### src/rtl/reg_wr_arbiter.sv
// Round-robin arbiter sharing one register-bank write port among NUM_REQ
// valid/ready requesters, with a bounded lock for back-to-back bursts.
module reg_wr_arbiter #(
  parameter  int NUM_REQ    = 4,
  parameter  int NUM_REGS   = 8,
  parameter  int ELEM_WIDTH = 32,
  parameter  int MAX_LOCK   = 4,
  localparam int ADDR_W     = $clog2(NUM_REGS)
) (
  input  logic                         clk_i,
  input  logic                         rst_i,
  input  logic [NUM_REQ-1:0]           req_valid_i,
  input  logic [NUM_REQ-1:0]           req_lock_i,
  input  logic [NUM_REQ*ADDR_W-1:0]    req_addr_i,
  input  logic [NUM_REQ*ELEM_WIDTH-1:0] req_data_i,
  output logic [NUM_REQ-1:0]           req_ready_o,
  output logic [NUM_REGS-1:0]          wr_en_o,
  output logic [ELEM_WIDTH-1:0]        wr_data_o,
  output logic [ADDR_W-1:0]            wr_addr_o,
  output logic                         err_o,
  output logic                         locked_o
);

  localparam int PTR_W = $clog2(NUM_REQ);
  localparam int CNT_W = $clog2(MAX_LOCK + 1);
  localparam logic [ADDR_W:0]    REGS_LIM = (ADDR_W + 1)'(NUM_REGS);
  localparam logic [PTR_W-1:0]   LAST_REQ = PTR_W'(NUM_REQ - 1);
  localparam logic [CNT_W-1:0]   LOCK_LIM = CNT_W'(MAX_LOCK);
  localparam bit                 LOCK_EN  = (MAX_LOCK > 1);

  typedef enum logic {ST_IDLE, ST_LOCKED} state_t;

  state_t            state;
  logic [PTR_W-1:0]  rr_ptr;
  logic [PTR_W-1:0]  owner;
  logic [CNT_W-1:0]  lock_cnt;
  logic [CNT_W-1:0]  cnt_next;
  logic [PTR_W-1:0]  grant_idx;
  logic [PTR_W-1:0]  next_ptr;
  logic              found;
  logic              hs;
  logic              hs_lock;
  logic [ADDR_W-1:0] hs_addr;
  logic [ELEM_WIDTH-1:0] hs_data;

  // Grant selection: in LOCKED only the owner is eligible, otherwise the first
  // valid requester at or after rr_ptr wins.
  always_comb begin
    int idx;
    // NOTE: every combinational output gets a default up front so no path
    // leaves it unassigned, which would otherwise infer a latch.
    idx         = 0;
    found       = 1'b0;
    grant_idx   = owner;
    req_ready_o = '0;
    if (state == ST_LOCKED) begin
      found = req_valid_i[owner];
    end else begin
      for (int i = 0; i < NUM_REQ; i++) begin
        idx = (int'(rr_ptr) + i) % NUM_REQ;
        if (!found && req_valid_i[idx]) begin
          found     = 1'b1;
          grant_idx = PTR_W'(idx);
        end
      end
    end
    if (found && !rst_i) req_ready_o[grant_idx] = 1'b1;
  end

  assign hs = |req_ready_o;

  always_comb begin
    hs_addr = '0;
    hs_data = '0;
    hs_lock = 1'b0;
    for (int k = 0; k < NUM_REQ; k++) begin
      if (PTR_W'(k) == grant_idx) begin
        hs_addr = req_addr_i[k*ADDR_W +: ADDR_W];
        hs_data = req_data_i[k*ELEM_WIDTH +: ELEM_WIDTH];
        hs_lock = req_lock_i[k];
      end
    end
  end

  assign next_ptr = (grant_idx == LAST_REQ) ? '0 : grant_idx + 1'b1;
  assign cnt_next = lock_cnt + 1'b1;
  assign locked_o = (state == ST_LOCKED);

  always_ff @(posedge clk_i) begin
    // NOTE: sequential state uses non-blocking assignments so every flop
    // samples pre-edge values regardless of statement order.
    if (rst_i) begin
      state     <= ST_IDLE;
      rr_ptr    <= '0;
      owner     <= '0;
      lock_cnt  <= '0;
      wr_en_o   <= '0;
      wr_data_o <= '0;
      wr_addr_o <= '0;
      err_o     <= 1'b0;
    end else begin
      wr_en_o <= '0;
      err_o   <= 1'b0;
      if (hs) begin
        wr_addr_o <= hs_addr;
        if ({1'b0, hs_addr} < REGS_LIM) begin
          wr_en_o   <= {{(NUM_REGS-1){1'b0}}, 1'b1} << hs_addr;
          wr_data_o <= hs_data;
        end else begin
          err_o <= 1'b1;
        end
      end

      case (state)
        ST_IDLE: begin
          if (hs) begin
            if (hs_lock && LOCK_EN) begin
              state    <= ST_LOCKED;
              owner    <= grant_idx;
              lock_cnt <= CNT_W'(1);
            end else begin
              rr_ptr <= next_ptr;
            end
          end
        end
        ST_LOCKED: begin
          // Owner dropping valid, dropping lock, or hitting the cap all release.
          if (!hs || !hs_lock || cnt_next == LOCK_LIM) begin
            state    <= ST_IDLE;
            rr_ptr   <= next_ptr;
            lock_cnt <= '0;
          end else begin
            lock_cnt <= cnt_next;
          end
        end
        default: state <= ST_IDLE;
      endcase
    end
  end

endmodule

### config.mk
export PLATFORM = sky130hd
export DESIGN_NAME = reg_wr_arbiter
export DESIGN_NICKNAME = d
export VERILOG_FILES = /design/src/rtl/reg_wr_arbiter.sv
export SDC_FILE = /design/constraint.sdc
export NUM_CORES = 1
export LEC_CHECK = 0
export BUFFER_PORTS_ARGS = -buffer_cell sky130_fd_sc_hd__buf_2
export CAP_MARGIN = 15
export CORE_MARGIN = 1
export CORE_UTILIZATION = 45
export DETAILED_ROUTE_END_ITERATION = 7
export PLACE_DENSITY = 0.79
export SLEW_MARGIN = 20
export SYNTH_ARGS = -nofsm -noshare
export SYNTH_HDL_FRONTEND = slang
export SYNTH_SLANG_ARGS = --single-unit
### constraint.sdc
create_clock -name clk_i -period 8.4 [get_ports clk_i]
set_input_delay 0.84 -clock clk_i [delete_from_list [all_inputs] [get_ports clk_i]]
set_output_delay 0.84 -clock clk_i [all_outputs]
set_load 0.02 [all_outputs]
==> summary.txt, run 1 <==
Status
  • Outcome: finished, final reports clean

GRT
  • GR Util All Layers: 22.7%
  • Grt ovf: 0
  • Initial antenna violation count: 1
  • Pin count of the biggest net entering global routing: 74
  • First-pass GRT wire length: 16300 um
  • Number of global-route vias before repair: 3421

Layout
  • Commonest non-fill, non-tap cell in the layout: buf_2
  • Ant diodes: 0
  • Finished Layout Cells: 766
  • Core Util, Final: 59.4%
  • Nets@finish: 816
  • FILL cells: 769
  • Share of cells above drive strength 1: 38.1%
  • Final Cell Area: 4930 um^2
  • Most frequent cells in the layout: buf_2 (197), a21oi_1 (75), nand2_1 (74)
  • Area growth from synthesis to layout: 26.3%

Logic synthesis
  • Main synth FF type: dfxtp_1
  • Syn Nets: 658
  • Mux contribution to synthesized area: 15.1%
  • Compound-Gate Fraction of Synth Area: 20.9%
  • Simple-gate area share of the yosys netlist: 29.3%
  • Cells after synthesis: 502
  • Syn_area_per_cell: 7.78 um^2
  • Cell area after synthesis: 3900 um^2
  • YS warnings: 0
  • Sequential area share after synthesis: 26.1%
  • Post-synthesis xor/xnor area fraction: 0.224%
  • Main combinational cell family by area after synthesis: simple AND/OR/NAND/NOR gates
  • Post-synth EDFFs: 0
  • Yosys cell types: 58
  • Post-synth ARST share: 0%
  • Adder-Cell Fraction of Synth Area: 1.92%
  • #FFs+latches synth: 51

CTS
  • Worst skew pair latency: 0.30 ns
  • CTS tree: yes
  • CTS Sinks: 51
  • Postcts setup bufs: 0
  • Quantity of hold-fixing buffers added after cts: 0
  • Clock buffer depth: 2
  • Post-CTS resize count: 0
  • Clk pin slew, worst setup/hold paths: 0.09 ns
  • CTS HTree Levels: 2
  • Total CTS buffers: 5
  • Root Buffer: clkbuf_8

Pwr
  • Pleak: 2.28 nW
  • Pwr dens: 406 nW/um^2
  • Max VDD drop: 0.000230 V

STA
  • Setup Skew: 0.00859 ns
  • RSZ-0062 raised after global routing: false
  • Setup Viol. Count Final: 0
  • Post-route minimum period: 4.96 ns
  • Slew Limit Fails: 0
  • Setup TNS: 0 ns
  • Relative slew slack: 43.3%
  • Period utilization: 59.1%
  • Slew @ Worst Pin: 0.851 ns
  • F_max: 0.202 GHz
  • Fin. Hold Viols: 0

Floorplanning
  • Die H: 95.2 um
  • Core area: 8300 um^2
  • # IOs: 199
  • Starting Density: 47.1%
  • Total die area: 9050 um^2
  • Cell Rows: 33
  • Die span in x: 95.2 um

Critical path
  • Delay-heaviest family, CP: simple AND/OR/NAND/NOR gates
  • CP Class: in2reg
  • Worst-path cell chain: buf_2 > or3b_2 > a21boi_1 > nor4_1 > o31ai_1 > and2_1 > ha_1 > buf_4 > nor4_1 > nor2_1 > nand3_4 > mux2_4
  • Maximum fanout along the worst path: 35
  • CP startpoint kind: input port
  • Delay of the slowest critical-path stage: 0.73 ns
  • Critical Path RT: 8.58 ns
  • Crit path DAT: 5.15 ns
  • Setup crit end kind: register
  • CP max stage cell: ha_1
  • CP Buf/Inv Count: 2
  • Critical path's most frequent cell: nor4_1

Placed design
  • Dpl cell area: 4830 um^2
  • Gp weighted congestion: 0.864
  • Placed Cells incl. Taps: 758
  • Number of buffers added on ports: 197
  • Hpwl dp: 8440 um

Route
  • DRT iter0 DRCs: 191
  • Drt drc: 0
  • ANT nets after route: 0
  • Final wirelength: 11300 um
  • Vias per std cell: 5.46
  • Total number of vias: 4179
  • Wire per inst: 14.8 um
  • Drt pass-1 iters: 4

Min path
  • Hold crit path type: reg2reg

Flow run
  • Max-cap viol count: 0
-- power breakdown --
part / switching (mW) / total, mW / internal (mW)
sequential: 0.0634 / 0.385 / 0.322
combinational: 0.822 / 1.48 / 0.655
clock: 0.0816 / 0.140 / 0.0588
-- cells in the mapped netlist, types with 4 or more instances --
cell type | count | area share [%]
nand2b_1 | 9 | 1.4
mux2i_1 | 6 | 1.5
dfxtp_1 | 51 | 26
mux2_2 | 6 | 1.7
nor4_1 | 5 | 0.80
nor3_1 | 13 | 1.7
buf_2 | 7 | 0.90
ha_1 | 6 | 1.9
mux2_4 | 26 | 10
inv_1 | 7 | 0.67
nand2_1 | 74 | 7.1
o21ai_0 | 35 | 4.5
a21oi_1 | 75 | 9.6
o31ai_1 | 6 | 1.2
nand3b_1 | 33 | 6.3
nor2_1 | 11 | 1.1
a221oi_1 | 4 | 0.90
clkbuf_1 | 33 | 3.2
nor3b_1 | 5 | 0.96
nor2b_1 | 37 | 5.9
-- path summary, 6_finish.rpt --
path                  startpoint           end  slack [ns]  depth (start not counted)
setup / recovery  req_valid_i[2]  wr_data_o[9]        3.44                         12
hold / removal      wr_addr_o[2]  wr_addr_o[2]        0.48                          2
setup reg to reg       rr_ptr[1]  wr_data_o[9]        3.59                         11
hold reg to reg     wr_addr_o[2]  wr_addr_o[2]        0.48                          2
-- stage by stage --
step	setup slack (ns)	hold slack, ns	power (mW)
2_1_floorplan	4.09	0.483	1.54
3_3_place_gp	3.33	0.461	1.81
3_5_place_dp	3.12	0.469	1.86
4_1_cts	3.44	0.484	2.00
5_1_grt	3.10	0.505	2.17
6_report	3.44	0.481	2.00
-- worst min-delay path: stages, from the launching register on --
cell and delay (ns):
dfxtp_1 0.32, nand2b_1 0.06, mux2i_1 0.06
-- cell type report --
type / count / area (um^2) / area share (%)
multi-input combinational: 396 / 2670 / 54.0
sequential: 51 / 1020 / 20.7
timing repair buffer: 199 / 1000 / 20.3
tap: 105 / 131 / 2.66
clock buffer: 5 / 68.8 / 1.39
inverter: 7 / 26.3 / 0.533
clock inverter: 3 / 18.8 / 0.380
-- sequential cells by signal, summed over array words and instances (netlist names) --
register	flops
wr_addr_o	3
lock_cnt	3
wr_en_o	8
locked_o	1
owner	2
rr_ptr	2
wr_data_o	32
-- kinds of logic after synthesis --
logic type	Yosys count
AOI/OAI and AO/OA	141
xor gates and xnor gates	1
other	1
and+or+nand+nor	206
adders and majority gates	6
DFF	51
buffers and inverters	55
muxes	41
-- layer usage --
layer / track usage (%) / up-vias / wire length [um]
li1: - / 2085 / -
met1: 29.8 / 1933 / 4850
met2: 40.1 / 149 / 5760
met3: 2.63 / 10 / 625
met4: 3.79 / 2 / 85
met5: 0 / - / 8
Power figures use the tool's default switching activity.
==> run 2: changes to the inputs <==
==> constraint.sdc (replaced) <==
create_clock -name clk_i -period 5.1 [get_ports clk_i]
set_input_delay 0.51 -clock clk_i [delete_from_list [all_inputs] [get_ports clk_i]]
set_output_delay 0.51 -clock clk_i [all_outputs]
set_load 0.02 [all_outputs]
==> run 2 against run 1 <==
Against the previous run: global-route usage is 1.4 points higher; clock-buffer cell count is 1 higher; critical path depth is 1 lower.
==> summary.txt, run 2 (synthesis gave the netlist of run 1 again) <==
Status
  • Outcome: finished, final reports clean

Layout
  • Ant diodes: 0 (unchanged)
  • Most frequent cells in the layout: buf_2 (197), a21oi_1 (75), nand2_1 (74)
  • Finished Layout Cells: 767 (+0.13%)
  • Share of cells above drive strength 1: 38.1% (-0.058 points)
  • Nets@finish: 818 (+0.25%)
  • Largest Register: wr_data_o
  • Area growth from synthesis to layout: 26.6%
  • Core Util, Final: 59.6% (+0.12 points)
  • FILL cells: 798 (+3.8%)
  • Max reg flops: 32 (unchanged)
  • Final Cell Area: 4940 um^2 (+0.20%)
  • Leading registers by flop count: wr_data_o x32, wr_en_o x8
  • Commonest non-fill, non-tap cell in the layout: buf_2

GRT
  • Initial antenna violation count: 0 (-1)
  • GR Util All Layers: 24.0% (+1.4 points)
  • Grt ovf: 0 (unchanged)
  • First-pass GRT wire length: 17200 um (+5.8%)
  • Pin count of the biggest net entering global routing: 55 (-26%)
  • Number of global-route vias before repair: 3620 (+5.8%)

CTS
  • Clk pin slew, worst setup/hold paths: 0.10 ns (about the same)
  • CTS tree: yes
  • Root Buffer: clkbuf_8
  • Postcts setup bufs: 0 (unchanged)
  • Total CTS buffers: 5 (unchanged)
  • Clock buffer depth: 2 (unchanged)
  • Quantity of hold-fixing buffers added after cts: 0 (unchanged)
  • Post-CTS resize count: 0 (unchanged)
  • CTS HTree Levels: 2 (unchanged)
  • Worst skew pair latency: 0.31 ns (about the same)
  • CTS Sinks: 51 (unchanged)

Floorplanning
  • Core area: 8300 um^2 (unchanged)
  • Die H: 95.2 um (unchanged)
  • Cell Rows: 33 (unchanged)
  • Die span in x: 95.2 um (unchanged)
  • Total die area: 9050 um^2 (unchanged)
  • # IOs: 199 (unchanged)
  • Starting Density: 47.1% (unchanged)

STA
  • RSZ-0062 raised after global routing: false
  • Worst setup slack after layout: 0.772 ns (-2.67 ns)
  • Setup TNS: 0 ns (unchanged)
  • Slew Limit Fails: 0 (unchanged)
  • F_max: 0.231 GHz
  • Slew @ Worst Pin: 0.868 ns (+0.0174 ns)
  • Setup Viol. Count Final: 0 (unchanged)
  • Final hold slack: 0.482 ns (+0.00102 ns)
  • Fin. Hold Viols: 0 (unchanged)
  • Post-route minimum period: 4.33 ns
  • Setup Skew: 0.00698 ns (-0.00161 ns)
  • Period utilization: 84.9%
  • Relative slew slack: 42.1% (-1.2 points)

Pwr
  • Design Power: 3.33 mW (+66%)
  • Pwr dens: 674 nW/um^2 (+66%)
  • Clock power frac: 8.4% (+1.4 points)
  • Reg power frac: 19.0% (-0.2 points)
  • Switching Fraction: 47.6% (-0.65 points)
  • Pleak: 2.29 nW (+0.44%)
  • Cell internal pwr: 1.74 mW (+68%)
  • Combinational share of power: 72.6% (-1.1 points)
  • Sw Pwr: 1.59 mW (+64%)
  • Max VDD drop: 0.000442 V (+92%)

Placed design
  • Placed Cells incl. Taps: 760 (+0.26%)
  • Number of buffers added on ports: 197 (unchanged)
  • Dpl cell area: 4840 um^2 (+0.31%)
  • DP Worst Slack: 0.817 ns (-2.30 ns)
  • Hpwl dp: 8720 um (+3.4%)
  • Gp weighted congestion: 0.888 (+2.8%)

Critical path
  • Crit path DAT: 4.54 ns (-0.61 ns)
  • FF-to-FF path depth: 11 (unchanged)
  • Critical Path RT: 5.31 ns (-3.27 ns)
  • Reg-to-Reg Start: rr_ptr[1]
  • CP startpoint kind: register
  • CP Class: reg2reg
  • Maximum fanout along the worst path: 48 (+37%)
  • Worst reg2reg setup slack: 0.77 ns (-2.82 ns)
  • CP max stage cell: dfxtp_1
  • Worst reg2reg endpoint: lock_cnt[0]
  • Setup crit end kind: register
  • Delay of the slowest critical-path stage: 0.76 ns (+0.03 ns)
  • Worst-path cell chain: or2b_1 > nor3_1 > a221o_1 > a2bb2oi_1 > and2_1 > ha_2 > buf_4 > a2111oi_1 > nor3_1 > nand3_1 > a221oi_1
  • Critical path's most frequent cell: nor3_1

Route
  • Vias per std cell: 5.45 (about the same)
  • Drt pass-1 iters: 5 (+1)
  • ANT nets after route: 0 (unchanged)
  • Final wirelength: 11600 um (+2.2%)
  • DRT iter0 DRCs: 183 (-4.2%)
  • Total number of vias: 4182 (+0.072%)
  • Drt drc: 0 (unchanged)
  • Wire per inst: 15.1 um (+2.1%)

Min path
  • Hold crit path type: reg2reg
  • Hold path start: wr_addr_o[0]
  • Hold Crit Endpoint: wr_addr_o[0]
  • WHS Path Cells: 2 (unchanged)

Flow run
  • Max-cap viol count: 0 (unchanged)
run 2: critical path: cells and delay by family (launching register included):
kind | cells | cell delay (ns)
compound gates | 4 | 0.94
fa+ha+maj | 1 | 0.49
buf+inv | 1 | 0.48
flops | 1 | 0.76
simple gates | 5 | 1.53
run 2: how the worst max path moves through the flow:
stage	end	slack [ns]	cells after the start	startpoint
detailed placement	lock_cnt[0]	0.82	12	req_valid_i[0]
global placement	lock_cnt[2]	0.98	12	req_valid_i[0]
floorplan	req_ready_o[1]	1.45	12	req_valid_i[0]
global route	lock_cnt[0]	0.28	11	rr_ptr[1]
finish	lock_cnt[0]	0.77	11	rr_ptr[1]
CTS	lock_cnt[0]	0.79	11	rr_ptr[1]
run 2: power groups by stage:
stage	registers, mW	logic [mW]	clock network, mW
floorplan	0.709	1.83	0
global placement	0.632	2.34	0
detailed placement	0.639	2.42	0
CTS	0.632	2.42	0.283
global route	0.653	2.65	0.297
finish	0.633	2.42	0.280
run 2: final cells by class:
cell class | instances | area (um^2) | area share (%)
Clock buffer | 6 | 72.6 | 1.47
Clock inverter | 1 | 30.0 | 0.607
Inverter | 7 | 26.3 | 0.532
Multi-Input combinational cell | 396 | 2650 | 53.5
Sequential cell | 51 | 1020 | 20.7
Tap cell | 105 | 131 | 2.66
Timing Repair Buffer | 201 | 1020 | 20.6
run 2: metal layers:
metal	part of all wire (%)	GRT usage, %	vias up	wire length (um)
met5	0	0	-	0
met4	1.5	7.07	0	177
met3	6.0	3.19	14	699
met2	51	41.9	149	5850
met1	42	30.7	1933	4840
li1	-	-	2086	-
==> run 3: changes to the inputs <==
==> constraint.sdc (replaced) <==
create_clock -name clk_i -period 4.1 [get_ports clk_i]
set_input_delay 0.41 -clock clk_i [delete_from_list [all_inputs] [get_ports clk_i]]
set_output_delay 0.41 -clock clk_i [all_outputs]
set_load 0.02 [all_outputs]
==> run 3 against run 2 <==
Against the previous run: sequential share of layout area fell by 0.39 points; final cell count up 1.3%; global-route usage up 0.69 points; design area increased by 1.9%; non-clock buffer count increased by 9.
==> summary.txt, run 3 (synthesis gave the netlist of run 1 again) <==
GRT
  • First-pass GRT wire length: 17700 um (+2.6%)
  • GR Util All Layers: 24.7% (+0.69 points)
  • Number of global-route vias before repair: 3694 (+2.0%)
  • Pin count of the biggest net entering global routing: 53 (-3.6%)
  • Initial antenna violation count: 1 (+1)
  • Grt ovf: 0 (unchanged)

STA
  • Fin. Hold Viols: 0 (unchanged)
  • Slew Limit Fails: 0 (unchanged)
  • Period utilization: 91.6% (+6.7 points)
  • Setup Viol. Count Final: 0 (unchanged)
  • Setup Skew: 0.00369 ns (-0.00329 ns)
  • Post-route minimum period: 3.75 ns (-0.575 ns)
  • Setup TNS: 0 ns (unchanged)
  • F_max: 0.266 GHz (+15%)
  • Worst setup slack after layout: 0.346 ns (-0.425 ns)
  • Relative slew slack: 43.0% (+0.92 points)
  • Slew @ Worst Pin: 0.854 ns (-0.0138 ns)
  • RSZ-0062 raised after global routing: false
  • Final hold slack: 0.417 ns (-0.0647 ns)

Critical path
  • Setup crit end kind: register
  • FF-to-FF path depth: 11 (unchanged)
  • Worst reg2reg setup slack: 0.35 ns (-0.43 ns)
  • CP Buf/Inv Count: 1 (unchanged)
  • Reg-to-Reg Start: rr_ptr[1]
  • Critical Path RT: 4.31 ns (-1.00 ns)
  • CP startpoint kind: register
  • Worst reg2reg endpoint: lock_cnt[0]
  • CP max stage cell: or3b_2
  • Critical path origin: rr_ptr[1]
  • Worst-path cell chain: or3b_2 > a21boi_1 > nor4_1 > o31ai_1 > and2_1 > ha_2 > buf_4 > a2111oi_1 > nor3_1 > nand3_1 > a221oi_1
  • Crit path DAT: 3.97 ns (-0.57 ns)
  • Maximum fanout along the worst path: 21 (-56%)
  • CP Class: reg2reg
  • CP endpoint: lock_cnt[0]
  • Delay of the slowest critical-path stage: 0.55 ns (-0.21 ns)
  • CP Depth: 11 (unchanged)
  • Delay-heaviest family, CP: simple AND/OR/NAND/NOR gates

Pwr
  • Pwr dens: 845 nW/um^2 (+25%)
  • Max VDD drop: 0.000478 V (+8.1%)
  • Pleak: 2.35 nW (+2.6%)

Floorplanning
  • # IOs: 199 (unchanged)
  • Cell Rows: 33 (unchanged)
  • Die span in x: 95.2 um (unchanged)
  • Core area: 8300 um^2 (unchanged)
  • Starting Density: 47.1% (unchanged)
  • Die H: 95.2 um (unchanged)
  • Total die area: 9050 um^2 (unchanged)

Layout
  • Share of cells above drive strength 1: 39.1% (+1.1 points)
  • Nets@finish: 827 (+1.1%)
  • Most frequent cells in the layout: buf_2 (197), a21oi_1 (75), nand2_1 (74)
  • Finished Layout Cells: 777 (+1.3%)
  • Max reg flops: 32 (unchanged)
  • Final Cell Area: 5040 um^2 (+1.9%)
  • Leading registers by flop count: wr_data_o x32, wr_en_o x8
  • Ant diodes: 0 (unchanged)
  • Reg area: 1020 um^2 (unchanged)
  • Largest Register: wr_data_o
  • Multi-input combinational cell area: 2650 um^2 (unchanged)
  • Commonest non-fill, non-tap cell in the layout: buf_2
  • Area growth from synthesis to layout: 29.0%
  • FILL cells: 746 (-6.5%)

CTS
  • Postcts setup bufs: 0 (unchanged)
  • Root Buffer: clkbuf_8
  • CTS tree: yes
  • CTS Sinks: 51 (unchanged)
  • Total CTS buffers: 5 (unchanged)
  • Quantity of hold-fixing buffers added after cts: 0 (unchanged)
  • CTS HTree Levels: 2 (unchanged)
  • Clk pin slew, worst setup/hold paths: 0.09 ns (about the same)
  • Worst skew pair latency: 0.31 ns (about the same)
  • Post-CTS resize count: 0 (unchanged)
  • Clock buffer depth: 2 (unchanged)

Route
  • ANT nets after route: 0 (unchanged)
  • Drt drc: 0 (unchanged)
  • DRT iter0 DRCs: 156 (-15%)
  • Vias per std cell: 5.46 (+0.20%)
  • Final wirelength: 12000 um (+3.3%)
  • Wire per inst: 15.4 um (+2.0%)
  • Total number of vias: 4245 (+1.5%)
  • Drt pass-1 iters: 5 (unchanged)

Placed design
  • Placed Cells incl. Taps: 769 (+1.2%)
  • Gp weighted congestion: 0.861 (-3.1%)
  • Dpl cell area: 4920 um^2 (+1.7%)
  • DP Worst Slack: 0.360 ns (-0.457 ns)
  • Hpwl dp: 9030 um (+3.5%)
  • Number of buffers added on ports: 197 (unchanged)

Flow run
  • Max-cap viol count: 0 (unchanged)

Min path
  • Hold crit path type: in2reg

Status
  • Outcome: finished, final reports clean
==> run 3: changes by cell type in the layout (fill, tap and decap cells not counted) <==
cell | before | now
buf_4 | 4 | 12
buf_12 | 0 | 1
clkbuf_1 | 1 | 0
clkbuf_8 | 5 | 6
clkinv_2 | 0 | 1
==> run 3: where the power goes <==
group,internal (mW),switching [mW],total (mW)
sequential,0.660,0.130,0.789
clock,0.198,0.171,0.368
combinational,1.40,1.70,3.10
==> run 3: how the worst min path moves through the flow <==
stage                                to  cells past startpoint            start  slack, ns
after floorplan                owner[0]                      2         owner[0]       0.48
after global placement     wr_addr_o[2]                      2     wr_addr_o[2]       0.46
after detailed placement   wr_addr_o[2]                      2     wr_addr_o[2]       0.48
after CTS                 wr_data_o[31]                      3  req_data_i[127]       0.42
after global routing      wr_data_o[31]                      3  req_data_i[127]       0.43
final                     wr_data_o[31]                      3  req_data_i[127]       0.42
==> run 3: cell type report <==
cell class / instances / share of cell area, %
Timing Repair Buffer: 210 / 21.8
Inverter: 7 / 0.521
Clock buffer: 6 / 1.64
Tap cell: 105 / 2.61
Multi-Input combinational cell: 396 / 52.5
Sequential cell: 51 / 20.3
Clock inverter: 2 / 0.695
==> run 3: worst reg2reg max path, cell delays in order (launching register included) <==
cell and delay, ns:
dfxtp_1 0.54, or3b_2 0.55, a21boi_1 0.24, nor4_1 0.11, o31ai_1 0.41, and2_1 0.23, ha_2 0.21, buf_4 0.21
a2111oi_1 0.11, nor3_1 0.49, nand3_1 0.24, a221oi_1 0.32
==> run 3: stage by stage <==
stage	total power, mW	util (%)
global placement	3.77	59.3
finish	4.26	60.7
global route	4.59	60.7
floorplan	3.16	-
CTS	4.25	60.7
detailed placement	3.87	59.3
==> run 3: per-layer routing <==
layer | up-vias | wire [um] | global-route usage, %
li1 | 2111 | - | -
met1 | 1952 | 5050 | 31.3
met2 | 164 | 6020 | 43.7
met3 | 16 | 719 | 4.23
met4 | 2 | 169 | 5.18
met5 | - | 10 | 0
